`config.mk`:
```
export PLATFORM = sky130hd
export DESIGN_NAME = div18_iter
export DESIGN_NICKNAME = d
export VERILOG_FILES = /design/src/rtl/div18_pkg.sv /design/src/rtl/div18_iter_step.sv /design/src/rtl/div18_iter.sv
export SDC_FILE = /design/constraint.sdc
export NUM_CORES = 1
export LEC_CHECK = 0
export ABC_AREA = 1
export BUFFER_PORTS_ARGS = -buffer_cell sky130_fd_sc_hd__clkbuf_2
export CAP_MARGIN = 40
export CORE_ASPECT_RATIO = 1.4
export CORE_MARGIN = 2
export CORE_UTILIZATION = 62
export CTS_CLUSTER_DIAMETER = 200
export CTS_CLUSTER_SIZE = 8
export DETAILED_ROUTE_END_ITERATION = 6
export PLACE_DENSITY = 0.85
export SYNTH_ARGS = -nofsm -noshare
export SYNTH_HDL_FRONTEND = slang
export SYNTH_SLANG_ARGS = --single-unit
```
`constraint.sdc`:
```
create_clock -name clk -period 3.65 [get_ports clk]
set_input_delay 0 -clock clk [delete_from_list [all_inputs] [get_ports clk]]
set_output_delay 0 -clock clk [all_outputs]
set_load 0.03 [all_outputs]
```
`src/rtl/div18_pkg.sv`:
```
// Shared constants and state encoding for the iterative 18-bit divider.
package div18_pkg;

  localparam int WIDTH_DEF = 18;

  typedef enum logic [1:0] {
    IDLE = 2'd0,
    CALC = 2'd1,
    FIX  = 2'd2
  } state_t;

  // Step counter must be able to hold WIDTH-1.
  function automatic int cnt_w(input int w);
    return $clog2(w) + 1;
  endfunction

  localparam int CNT_W_DEF = cnt_w(WIDTH_DEF);

endpackage

```
`src/rtl/div18_iter_step.sv`:
```
// One restoring-division step: shift in a dividend bit, trial-subtract the divisor.
module div_step #(
  parameter int WIDTH = 18
) (
  input  logic [WIDTH-1:0] rem_in,
  input  logic             dvd_bit,
  input  logic [WIDTH-1:0] divisor,
  output logic [WIDTH-1:0] rem_out,
  output logic             q_bit
);

  logic [WIDTH:0]   shifted;
  logic [WIDTH+1:0] trial;
  logic             unused_hi;

  assign shifted = {rem_in, dvd_bit};
  assign trial   = {1'b0, shifted} - {2'b00, divisor};
  assign q_bit   = ~trial[WIDTH+1];
  // rem_in < divisor keeps the kept remainder inside WIDTH bits.
  assign rem_out = q_bit ? trial[WIDTH-1:0] : shifted[WIDTH-1:0];
  assign unused_hi = trial[WIDTH] ^ shifted[WIDTH];

endmodule

```
`src/rtl/div18_iter.sv`:
```
// Iterative divider: 1 accept + WIDTH restoring steps + 1 fix-up cycle, stallable by en.
// DIV18_SIGNED_EN selects two's-complement operands; undefined means unsigned.
module div18_iter
  import div18_pkg::*;
#(
  parameter int WIDTH = WIDTH_DEF
) (
  input  logic             clk,
  input  logic             rst,
  input  logic             en,
  input  logic             start,
  input  logic [WIDTH-1:0] A,
  input  logic [WIDTH-1:0] B,
  output logic [WIDTH-1:0] Q,
  output logic [WIDTH-1:0] R,
  output logic             busy,
  output logic             done,
  output logic             div0,
  output logic [1:0]       dbg_state
);

  localparam int CW = cnt_w(WIDTH);

  // Handshake: start is taken on an enabled edge with busy=0 (state IDLE);
  // start while busy is dropped. done pulses for one enabled cycle, and
  // Q/R/div0 hold their values until the next completion.

  state_t           st, st_nxt;
  logic [CW-1:0]    cnt;
  logic [WIDTH-1:0] rem, dvd, dvs, a_orig;
  logic             dz;
  logic [WIDTH-1:0] a_abs, b_abs, q_fix, r_fix;
  logic [WIDTH-1:0] step_rem;
  logic             step_q;

`ifdef DIV18_SIGNED_EN
  logic neg_q, neg_r;

  assign a_abs = A[WIDTH-1] ? -A : A;
  assign b_abs = B[WIDTH-1] ? -B : B;
  assign q_fix = neg_q ? -dvd : dvd;
  assign r_fix = neg_r ? -rem : rem;

  always_ff @(posedge clk) begin
    if (rst) begin
      neg_q <= 1'b0;
      neg_r <= 1'b0;
    end else if (en && st == IDLE && start) begin
      neg_q <= A[WIDTH-1] ^ B[WIDTH-1];
      neg_r <= A[WIDTH-1];
    end
  end
`else
  assign a_abs = A;
  assign b_abs = B;
  assign q_fix = dvd;
  assign r_fix = rem;
`endif

  div_step #(.WIDTH(WIDTH)) u_step (
    .rem_in  (rem),
    .dvd_bit (dvd[WIDTH-1]),
    .divisor (dvs),
    .rem_out (step_rem),
    .q_bit   (step_q)
  );

  always_ff @(posedge clk) begin
    if (rst) st <= IDLE;
    else if (en) st <= st_nxt;
  end

  always_comb begin
    st_nxt = st;
    case (st)
      IDLE:    if (start) st_nxt = CALC;
      CALC:    if (cnt == CW'(WIDTH - 1)) st_nxt = FIX;
      FIX:     st_nxt = IDLE;
      default: st_nxt = IDLE;
    endcase
  end

  assign busy      = (st != IDLE);
  assign dbg_state = st;

  // dvd shifts the dividend out of its MSB while quotient bits enter its LSB.
  always_ff @(posedge clk) begin
    if (rst) begin
      cnt    <= '0;
      rem    <= '0;
      dvd    <= '0;
      dvs    <= '0;
      a_orig <= '0;
      dz     <= 1'b0;
      Q      <= '0;
      R      <= '0;
      div0   <= 1'b0;
      done   <= 1'b0;
    end else if (en) begin
      case (st)
        IDLE: begin
          done <= 1'b0;
          if (start) begin
            rem    <= '0;
            dvd    <= a_abs;
            dvs    <= b_abs;
            a_orig <= A;
            dz     <= (B == '0);
            cnt    <= '0;
          end
        end
        CALC: begin
          rem <= step_rem;
          dvd <= {dvd[WIDTH-2:0], step_q};
          cnt <= cnt + 1'b1;
        end
        FIX: begin
          // Divide by zero still runs full latency; result is forced here.
          Q    <= dz ? '1 : q_fix;
          R    <= dz ? a_orig : r_fix;
          div0 <= dz;
          done <= 1'b1;
        end
        default: ;
      endcase
    end
  end

endmodule

```
==> impl_metrics.csv, run 1 <==
group,metric,value,unit
global_routing,grt_overflow_total,0,
layout,nets,1032,
power,max-vdd-ir-drop,393,uV
setup_path,criticalPathCategory,"flip-flop to flip-flop",
timing,fmax,407,MHz
layout,areaGrowthSynthToFinish,23.8,%
power,p_sw_share,27.5,%
global_routing,grt_max_degree,80,
min_path,holdCritPathClass,"input pin to flip-flop",
layout,fin_cells,1119,
drt,post_drt_wl_per_cell,15.2,microns
setup_path,crit_family,"buffers and inverters",
power,p_seq_share,37.7,%
setup_path,crit_path_top_delay_cell,"nand3_2",
run_status,run_status,"finished clean",
synthesis,synthSimpleGateAreaFrac,23.0,%
clock_network,path_clk_slew,0.06,ns
setup_path,crit_fanout,30,
synthesis,synthXorXnorAreaFrac,1.14,%
setup_path,crit_path_start_kind,"flip-flop",
timing,slew_headroom,44.5,%
timing,finalHoldViolations,0,
die,rows,43,
placed_design,io_buffers,80,
layout,register_area,0.00238,sq mm
power,share_comb_of_total_power,15.5,%
synthesis,yosys_warnings,0,
drt,vias_per_cell,5.65,
placed_design,gp_congestion,0.930,
synthesis,syn_avg_cell_area,7.06,sq um
synthesis,synthAdderAreaFrac,4.40,%
die,die_x,88.1,microns
die,core-area,0.00979,sq mm
clock_network,cts_tree,"built",
layout,multi_input_area,0.00294,sq mm
setup_path,required,3.89,ns
global_routing,grt_usage,33.0,%
synthesis,syn_area,0.00614,sq mm
layout,insertedDiodeCount,0,
setup_path,setup.worst_path.end_class,"flip-flop",
clock_network,post_cts_buffers,0,
timing,slew_violations,0,
timing,setup_tns,0,ns
synthesis,syn-num-nets,931,
timing,skew,0.00772,ns
synthesis,ys_ff_latch,119,
synthesis,synth_flop_cell,"dfxtp_1",
synthesis,synth_top_family_by_area,"simple AND/OR/NAND/NOR gates",
power,p_sw,0.00101,W
setup_path,reg2reg_slack,1.19,ns
clock_network,clk_latency,0.42,ns
synthesis,synth_cells,870,
power,pwr-share-clk,46.7,%
synthesis,muxShareOfSynthArea,0,%
timing,fin_crit,2.46,ns
synthesis,synth_edf_count,0,
power,p_per_area,485,mW/mm^2
layout,fillCellCount,700,
clock_network,ctsHoldBuffers,37,
placed_design,dpl_worst_slack,1.29,ns
synthesis,yosys.area.top_type,"dfxtp_1",
clock_network,clockRootBuffer,"clkbuf_16",
timing,hold-worst-slack,0.114,ns
placed_design,dp_cells,1050,
layout,drive_gt1_share,13.9,%
die,initial_core_util,62.7,%
drt,drc,0,
drt,ant_nets,0,
timing,min_period_over_period,67.3,%
flow_run,cap_violations,0,
clock_network,htreeDepth,4,
setup_path,worstPathCellList,"inv_2 > nand3_2 > buf_4 > nor2_1 > buf_4 > a221oi_1",
global_routing,antenna_found_initial,0,
synthesis,yosysSeqAreaShare,38.8,%
drt,wl,17000,microns
timing,fin_ws,1.19,ns
drt,drt_iter0_drc,590,
power,p_int,0.00267,W
layout,final_common_cell,"inv_1",
setup_path,slowest_delay,0.58,ns
setup_path,cpMostUsedCell,"buf_4",
layout,final_cell_mix,"inv_1, nand2_1, dfxtp_1",
power,leakage,3.51,nW
timing,setup_viol,0,
die,fp.dieH,122,microns
synthesis,synth_compound_area_share,19.3,%
clock_network,post_cts_resized,0,
synthesis,synth_area_leaders,"dfxtp_1, inv_1, nand2_1",
placed_design,placed_area,0.00662,sq mm
synthesis,synth_top_area_share,38.8,%
placed_design,post-dp-hpwl,11100,microns
timing,rsz0062_at_grt,"no",
synthesis,yosysUniqueCellTypes,36,
synthesis,synth-async-reset-ratio,0,%
setup_path,crit_arrival,2.70,ns
clock_network,numCtsBuffers,17,
setup_path,worstPathBufferInverterCount,3,
die,die_area,0.0107,sq mm
timing,worstMarginPinSlew,0.833,ns
global_routing,grt_pass1_wl,27800,microns
drt,vias,6323,
clock_network,clock-sinks,119,
layout,design_area,0.00760,sq mm
die,ios,81,
drt,first_pass_iters,6,
clock_network,cts_buffer_depth,2,
global_routing,grt_pass1_vias,6067,
power by group through the flow:
stage	registers, W	logic (W)	clock network [W]
finish	0.00139	0.000573	0.00172
global route	0.00140	0.000635	0.00178
CTS	0.00139	0.000561	0.00173
detailed placement	0.00142	0.000520	0
global placement	0.00141	0.000509	0
floorplan	0.00143	0.000376	0
cell type report:
| type | count | share of cell area (%) |
|---|---|---|
| Timing Repair Buffer | 126 | 11.4 |
| Clock inverter | 10 | 1.89 |
| Clock buffer | 22 | 6.11 |
| Inverter | 169 | 8.35 |
| Sequential cell | 119 | 31.3 |
| Tap cell | 135 | 2.22 |
| Multi-Input combinational cell | 538 | 38.7 |
layer usage:
layer,GRT usage [%],part of all wire (%)
met1,38.1,39
met2,57.3,50
met3,7.11,6.4
met4,15.6,4.5
met5,0,0
worst paths after layout:
path | startpoint | end | cells past startpoint
setup / recovery | dbg_state[0] | Q[15] | 6
hold / removal | start | cnt[0] | 4
setup reg to reg | dbg_state[0] | Q[15] | 6
hold reg to reg | dvs[14] | dvs[14] | 2
synth_stat cells, types with 3 or more instances:
cell	instances
buf_1	4
nand2_2	3
nor3_1	7
a21oi_1	68
inv_2	5
nand4_1	24
a221oi_1	34
o21ai_1	4
a211oi_1	37
o21ai_0	38
nor2_1	81
dfxtp_1	119
ha_1	20
inv_1	164
nand3_1	43
xnor2_1	6
clkbuf_1	28
buf_2	11
nand2_1	151
tightest hold or removal path, cell delays in order:
cell and delay [ns]:
clkbuf_2 0.10, nor2_1 0.14, nor3_2 0.10, a21oi_1 0.15
state kept, by name (all words and copies together) (netlist names):
name       cells
Q             18
cnt            6
div0           1
done           1
r_fix         18
dvs           18
dvd           18
dbg_state      2
R             18
dz             1
a_orig        18
logic make-up after synthesis:
family | after synthesis
and+or+nand+nor | 322
buffers and inverters | 213
AOI/OAI and AO/OA | 187
DFF | 119
adders and majority gates | 21
xor gates and xnor gates | 8
metrics by stage:
| step | utilization (%) | total power (W) |
|---|---|---|
| 2_1_floorplan | - | 0.00180 |
| 4_1_cts | 77.6 | 0.00368 |
| 3_5_place_dp | 67.6 | 0.00194 |
| 6_report | 77.6 | 0.00369 |
| 5_1_grt | 77.6 | 0.00382 |
| 3_3_place_gp | 67.2 | 0.00192 |
(Power assumes the default switching activity.)
==> run 2: changes to the inputs <==
--- a/config.mk
+++ b/config.mk
@@ -10,11 +10,11 @@
 export CAP_MARGIN = 40
 export CORE_ASPECT_RATIO = 1.4
 export CORE_MARGIN = 2
-export CORE_UTILIZATION = 62
+export CORE_UTILIZATION = 52
 export CTS_CLUSTER_DIAMETER = 200
 export CTS_CLUSTER_SIZE = 8
 export DETAILED_ROUTE_END_ITERATION = 6
-export PLACE_DENSITY = 0.85
+export PLACE_DENSITY = 0.76
 export SYNTH_ARGS = -nofsm -noshare
 export SYNTH_HDL_FRONTEND = slang
 export SYNTH_SLANG_ARGS = --single-unit
==> constraint.sdc (replaced) <==
create_clock -name clk -period 2.1 [get_ports clk]
set_input_delay 0 -clock clk [delete_from_list [all_inputs] [get_ports clk]]
set_output_delay 0 -clock clk [all_outputs]
set_load 0.03 [all_outputs]
==> run 2 against run 1 <==
  * Power increased by 73%
  * Critical path depth increased by 5
  * Die area increased by 18%
  * Cell count increased by 2.6%
  * Global-route usage decreased by 5.2 points
  * Via count decreased by 2.2%
  * Clock power increased by 69%
  * Sequential share of layout area decreased by 0.95 points
  * Cell area increased by 3.1%
  * Core utilization decreased by 10 points
  * Critical path type unchanged
  * Critical endpoint is now r_fix[16]
  * Largest cell class unchanged
==> impl_metrics.csv, run 2 (same netlist as run 1, synthesis figures left out) <==
group,metric,value,unit
run_status,run_status,"finished clean",
global_routing,use_met2,48.2,%
die,initial_core_util,52.7,%
power,p_per_area,813,mW/mm^2
timing,rsz0062_at_grt,"yes",
layout,final_common_cell,"inv_1",
drt,vias_per_cell,5.39,
power,p_sw,0.00194,W
timing,fmax,499,MHz
power,p_int,0.00443,W
power,share_comb_of_total_power,16.5,%
timing,worstMarginPinSlew,0.572,ns
clock_network,htreeDepth,4,
drt,first_pass_iters,5,
layout,final_cell_mix,"inv_1, nand2_1, dfxtp_1",
timing,fin_crit,2.00,ns
timing,slew_headroom,61.8,%
layout,nets,1049,
global_routing,grt_usage,27.8,%
placed_design,post-dp-hpwl,12000,microns
die,ios,81,
timing,setup_viol,0,
clock_network,numCtsBuffers,17,
layout,areaGrowthSynthToFinish,27.7,%
layout,drive_gt1_share,16.8,%
timing,min_period_over_period,95.4,%
clock_network,clk_latency,0.42,ns
timing,slew_violations,0,
global_routing,grt_max_degree,38,
placed_design,io_buffers,80,
setup_path,crit_fanout,18,
layout,fin_cells,1148,
die,die_x,95.8,microns
drt,wl,17300,microns
setup_path,crit_path_start_kind,"flip-flop",
global_routing,grt_pass1_vias,5971,
placed_design,dpl_worst_slack,0.0825,ns
setup_path,crit_start,"dvs[14]",
global_routing,grt_use_met3,5.07,%
min_path,holdCritPathClass,"input pin to flip-flop",
drt,drc,0,
flow_run,cap_violations,0,
clock_network,clock-sinks,119,
clock_network,cts_buffer_depth,2,
setup_path,reg2reg_slack,0.1,ns
global_routing,grt_pass1_wl,28000,microns
setup_path,criticalPathCategory,"flip-flop to flip-flop",
clock_network,post_cts_buffers,0,
die,fp.dieH,133,microns
setup_path,regToRegStartpoint,"dvs[14]",
drt,post_drt_wl_per_cell,15.1,microns
global_routing,antenna_found_initial,0,
timing,finalHoldViolations,0,
timing,skew,0.00780,ns
power,leakage,3.62,nW
clock_network,cts_tree,"built",
power,p_sw_share,30.4,%
setup_path,setup.worst_path.end_class,"flip-flop",
power,pwr-share-clk,45.6,%
clock_network,clockRootBuffer,"clkbuf_16",
placed_design,dp_cells,1078,
power,max-vdd-ir-drop,670,uV
die,die_area,0.0127,sq mm
setup_path,r2r_end,"r_fix[16]",
drt,vias,6185,
setup_path,critPathCapture,"r_fix[16]",
drt,drt_iter0_drc,333,
timing,fin_ws,0.0957,ns
die,rows,47,
drt,ant_nets,0,
setup_path,crit_arrival,2.29,ns
setup_path,reg2reg_depth,11,
global_routing,grt_overflow_total,0,
placed_design,gp_congestion,0.948,
setup_path,required,2.39,ns
clock_network,path_clk_slew,0.06,ns
global_routing,use_met1,34.3,%
global_routing,gr-max-usage-layer,"met2",
layout,insertedDiodeCount,0,
die,core-area,0.0116,sq mm
power,p_seq_share,37.9,%
==> run 2: final cells by class <==
cell class	count	area, sq um
clock buffers	17	425
clock inverters	15	163
fillers	977	3800
inverters	169	634
multi-input cells	539	3040
flip-flops and latches	119	2380
well taps	147	184
repair buffers	142	1010
==> run 2: power groups by stage <==
stage	clock network [W]	registers [W]	logic (W)
2_1_floorplan	0	0.00248	0.000654
3_3_place_gp	0	0.00246	0.000929
3_5_place_dp	0	0.00246	0.000934
4_1_cts	0.00292	0.00241	0.000998
5_1_grt	0.00302	0.00243	0.00116
6_report	0.00291	0.00241	0.00105
==> run 2: metal layers <==
layer	routed length (microns)	share of wire (%)	vias to the layer above
li1	-	-	3092
met1	7170	41	2879
met2	8950	52	183
met3	811	4.7	31
met4	364	2.1	0
met5	0	0	-
==> run 2: repair_timing <==
action	4_1_cts	5_1_grt
setup endpoints to repair	0	16
gates resized for setup	0	20
endpoints found under the hold margin	54	0
hold buffers	37	0
==> run 2: worst min-delay path by stage <==
stage | startpoint | end | cells past startpoint
5_1_grt | rst | r_fix[15] | 2
3_5_place_dp | B[8] | dvs[8] | 3
6_report | rst | r_fix[15] | 2
4_1_cts | rst | r_fix[14] | 2
2_1_floorplan | A[0] | a_orig[0] | 2
3_3_place_gp | B[7] | dvs[7] | 3
==> run 2: worst max-delay path, stage by stage, from the launching register on <==
cell and delay [ns]:
dfxtp_1 0.31, inv_1 0.05, ha_1 0.37, a21oi_2 0.20
nand2_1 0.12, a21oi_4 0.25, buf_8 0.22, nand4_1 0.11
nand2_1 0.07, inv_1 0.04, nand2_1 0.07, a21oi_1 0.06
==> run 2: metrics by stage <==
step / util, % / cell area (sq um) / setup TNS [ns] / hold WS, ns / total power, W
6_report: 67.3 / 7840 / 0 / 0.0525 / 0.00637
5_1_grt: 67.3 / 7840 / -0.0275 / 0.0864 / 0.00661
4_1_cts: 66.2 / 7710 / 0 / 0.0436 / 0.00634
3_5_place_dp: 58.0 / 6760 / 0 / 0.248 / 0.00340
3_3_place_gp: 58.0 / 6760 / 0 / 0.246 / 0.00339
2_1_floorplan: - / 6140 / 0 / 0.135 / 0.00313
==> run 3: changes to the inputs <==
--- a/config.mk
+++ b/config.mk
@@ -17,4 +17,5 @@
 export PLACE_DENSITY = 0.76
 export SYNTH_ARGS = -nofsm -noshare
 export SYNTH_HDL_FRONTEND = slang
+export SYNTH_HIERARCHICAL = 1
 export SYNTH_SLANG_ARGS = --single-unit
==> run 3 against run 2 <==
  * The run now ends with setup timing left
  * Die area fell by 0.81%
  * Area after synthesis fell by 0.84%
  * First-iteration DRC count rose by 54%
  * Sequential power barely moved
  * Power rose by 5.0%
  * Cell area rose by 2.3%
  * Sequential share of layout area fell by 0.63 points
  * Critical endpoint is now r_fix[14]
==> impl_metrics.csv, run 3 <==
group,metric,value,unit
run_status,run_status,"complete, but fails checks",
run_status,violations,"setup timing",
setup_path,crit_start,"r_fix[8]",
synthesis,synth_flop_cell,"dfxtp_1",
timing,fmax,469,MHz
synthesis,synth_cells,879,
flow_run,cap_violations,0,
clock_network,numCtsBuffers,17,
global_routing,grt_max_degree,68,
die,die_x,95.5,microns
placed_design,gp_congestion,0.964,
timing,setup_viol,1,
layout,fillCellCount,927,
min_path,worstHoldStart,"rst",
timing,fin_ws,-0.0321,ns
clock_network,htreeDepth,4,
power,max-vdd-ir-drop,555,uV
timing,worstMarginPinSlew,0.470,ns
synthesis,ys_ff_latch,119,
setup_path,cpMostUsedCell,"nand2_1",
layout,final_cell_mix,"nand2_1, dfxtp_1, o21ai_0",
placed_design,io_buffers,80,
synthesis,syn_avg_cell_area,6.93,sq um
setup_path,crit_path_start_kind,"flip-flop",
synthesis,yosys_warnings,6,
timing,skew,0.00908,ns
drt,drc,0,
synthesis,syn-num-nets,940,
die,initial_core_util,53.4,%
setup_path,setup.worst_path.end_class,"flip-flop",
synthesis,synth_top_area_share,39.1,%
synthesis,yosysMostFrequentCell,"nand2_1",
drt,drt_iter0_drc,513,
drt,vias,6398,
setup_path,criticalPathCategory,"flip-flop to flip-flop",
clock_network,cts_tree,"built",
drt,vias_per_cell,5.45,
layout,final_common_cell,"nand2_1",
die,rows,46,
timing,min_period_over_period,102,%
placed_design,post-dp-hpwl,12000,microns
die,fp.dieH,132,microns
timing,slew_headroom,68.5,%
clock_network,clock-sinks,119,
global_routing,grt_usage,28.8,%
clock_network,clk_latency,0.42,ns
setup_path,required,2.44,ns
timing,setup_tns,-0.0321,ns
synthesis,syn_area,0.00609,sq mm
setup_path,slowest_delay,0.41,ns
timing,rsz0062_at_grt,"yes",
synthesis,yosys.area.top_type,"dfxtp_1",
global_routing,grt_pass1_wl,28300,microns
global_routing,antenna_found_initial,0,
setup_path,crit_fanout,4,
drt,first_pass_iters,5,
layout,nets,1077,
timing,slew_violations,0,
setup_path,worstPathCellList,"ha_1 > buf_4 > nand2_1 > inv_1 > a21oi_2 > nor2_1 > nor2_1 > nand2_1 > nand2_1 > nand3_2 > nand2_1 > nand2_1 > a21oi_2",
drt,wl,18300,microns
die,core-area,0.0114,sq mm
die,die_area,0.0126,sq mm
synthesis,synth-async-reset-ratio,0,%
power,leakage,3.60,nW
synthesis,ys_top_cells_by_count,"nand2_1, dfxtp_1, o21ai_0, inv_1, a21oi_1",
layout,areaGrowthSynthToFinish,31.7,%
layout,design_area,0.00802,sq mm
layout,insertedDiodeCount,0,
synthesis,yosysUniqueCellTypes,37,
clock_network,path_clk_slew,0.06,ns
setup_path,crit_family,"simple AND/OR/NAND/NOR gates",
synthesis,synth_edf_count,0,
clock_network,cts_buffer_depth,2,
setup_path,crit_arrival,2.48,ns
synthesis,yosysSeqAreaShare,39.1,%
setup_path,crit_path_top_delay_cell,"dfxtp_1",
die,ios,81,
min_path,holdCritPathClass,"input pin to flip-flop",
drt,post_drt_wl_per_cell,15.6,microns
placed_design,dpl_worst_slack,0.0303,ns
synthesis,synth_area_leaders,"dfxtp_1, nand2_1, o21ai_0",
timing,finalHoldViolations,0,
layout,drive_gt1_share,21.8,%
global_routing,grt_overflow_total,0,
timing,fin_crit,2.13,ns
clock_network,clockRootBuffer,"clkbuf_16",
drt,ant_nets,0,
global_routing,grt_pass1_vias,6038,
placed_design,placed_area,0.00676,sq mm
power,p_per_area,835,mW/mm^2
setup_path,regToRegStartpoint,"r_fix[8]",
setup_path,worstPathBufferInverterCount,2,
-- run 3: cell count changes in the layout (fill, tap and decap cells not counted), sizes merged, moves of 6 or more --
cell,change
a211oi,-37
a21oi,+18
a221oi,-34
a31oi,+18
buf,+17
inv,-67
nand2,+57
nand3,-9
nand4,-10
o21ai,+80
xnor2,-6
xor2,+7
-- run 3: tightest hold or removal path, cell delays in order --
cell and delay [ns]:
clkbuf_2 0.10, inv_2 0.15, o21ai_0 0.12, nor2_1 0.04
-- run 3: per-layer routing --
layer  up-vias  track usage (%)  wire length [microns]
met2       268             51.0                   9480
li1       3155                -                      -
met1      2919             32.0                   6980
met5         -                0                      0
met3        56             5.55                   1150
met4         0             14.4                    690
-- run 3: logic make-up (layout without fill, tap and decap cells) --
logic type      count (synthesis)  after routing  share of synthesized area [%]
buf+inv                       145            295                           10.2
simple gates                  355            355                           25.5
flops                         119            119                           39.1
compound gates                230            230                           19.5
fa+ha+maj                      21             21                           4.44
xor+xnor                        9              9                           1.29
-- run 3: through the flow --
step	total power, W	util [%]	cells	hold WS (ns)
global route	0.00696	70.3	1173	0.0940
finish	0.00669	70.3	1173	0.0481
global placement	0.00359	59.3	1096	0.249
floorplan	0.00326	-	879	0.135
detailed placement	0.00360	59.3	1096	0.248
CTS	0.00649	67.7	1165	0.0517
-- run 3: power by group --
group	internal (W)	leakage (nW)	switching (W)	total [W]
clock network	0.00168	0.286	0.00118	0.00285
registers	0.00235	0.970	0.0000507	0.00240
logic	0.000591	2.35	0.000850	0.00144
-- run 3: cell type report --
type	count	area, sq um	area share [%]
Clock buffer	17	425	5.31
Clock inverter	15	158	1.97
Inverter	102	383	4.78
Multi-Input combinational cell	615	3290	41.1
Sequential cell	119	2390	29.8
Tap cell	144	180	2.25
Timing Repair Buffer	161	1190	14.8
-- run 3: path summary, 6_finish.rpt --
path | endpoint | depth (start not counted) | slack (ns)
max | r_fix[14] | 13 | -0.03
min | dvs[0] | 4 | 0.05
max reg2reg | r_fix[14] | 13 | -0.03
min reg2reg | done | 2 | 0.47
-- run 3: repair_timing --
item / CTS / global route
setup endpoints to repair: 1 / 19
pin swaps: 0 / 12
hold buffers: 37 / 0
hold endpoints to repair: 51 / 0
buffers inserted: 0 / 5
resized for setup: 1 / 49
gates cloned: 0 / 3
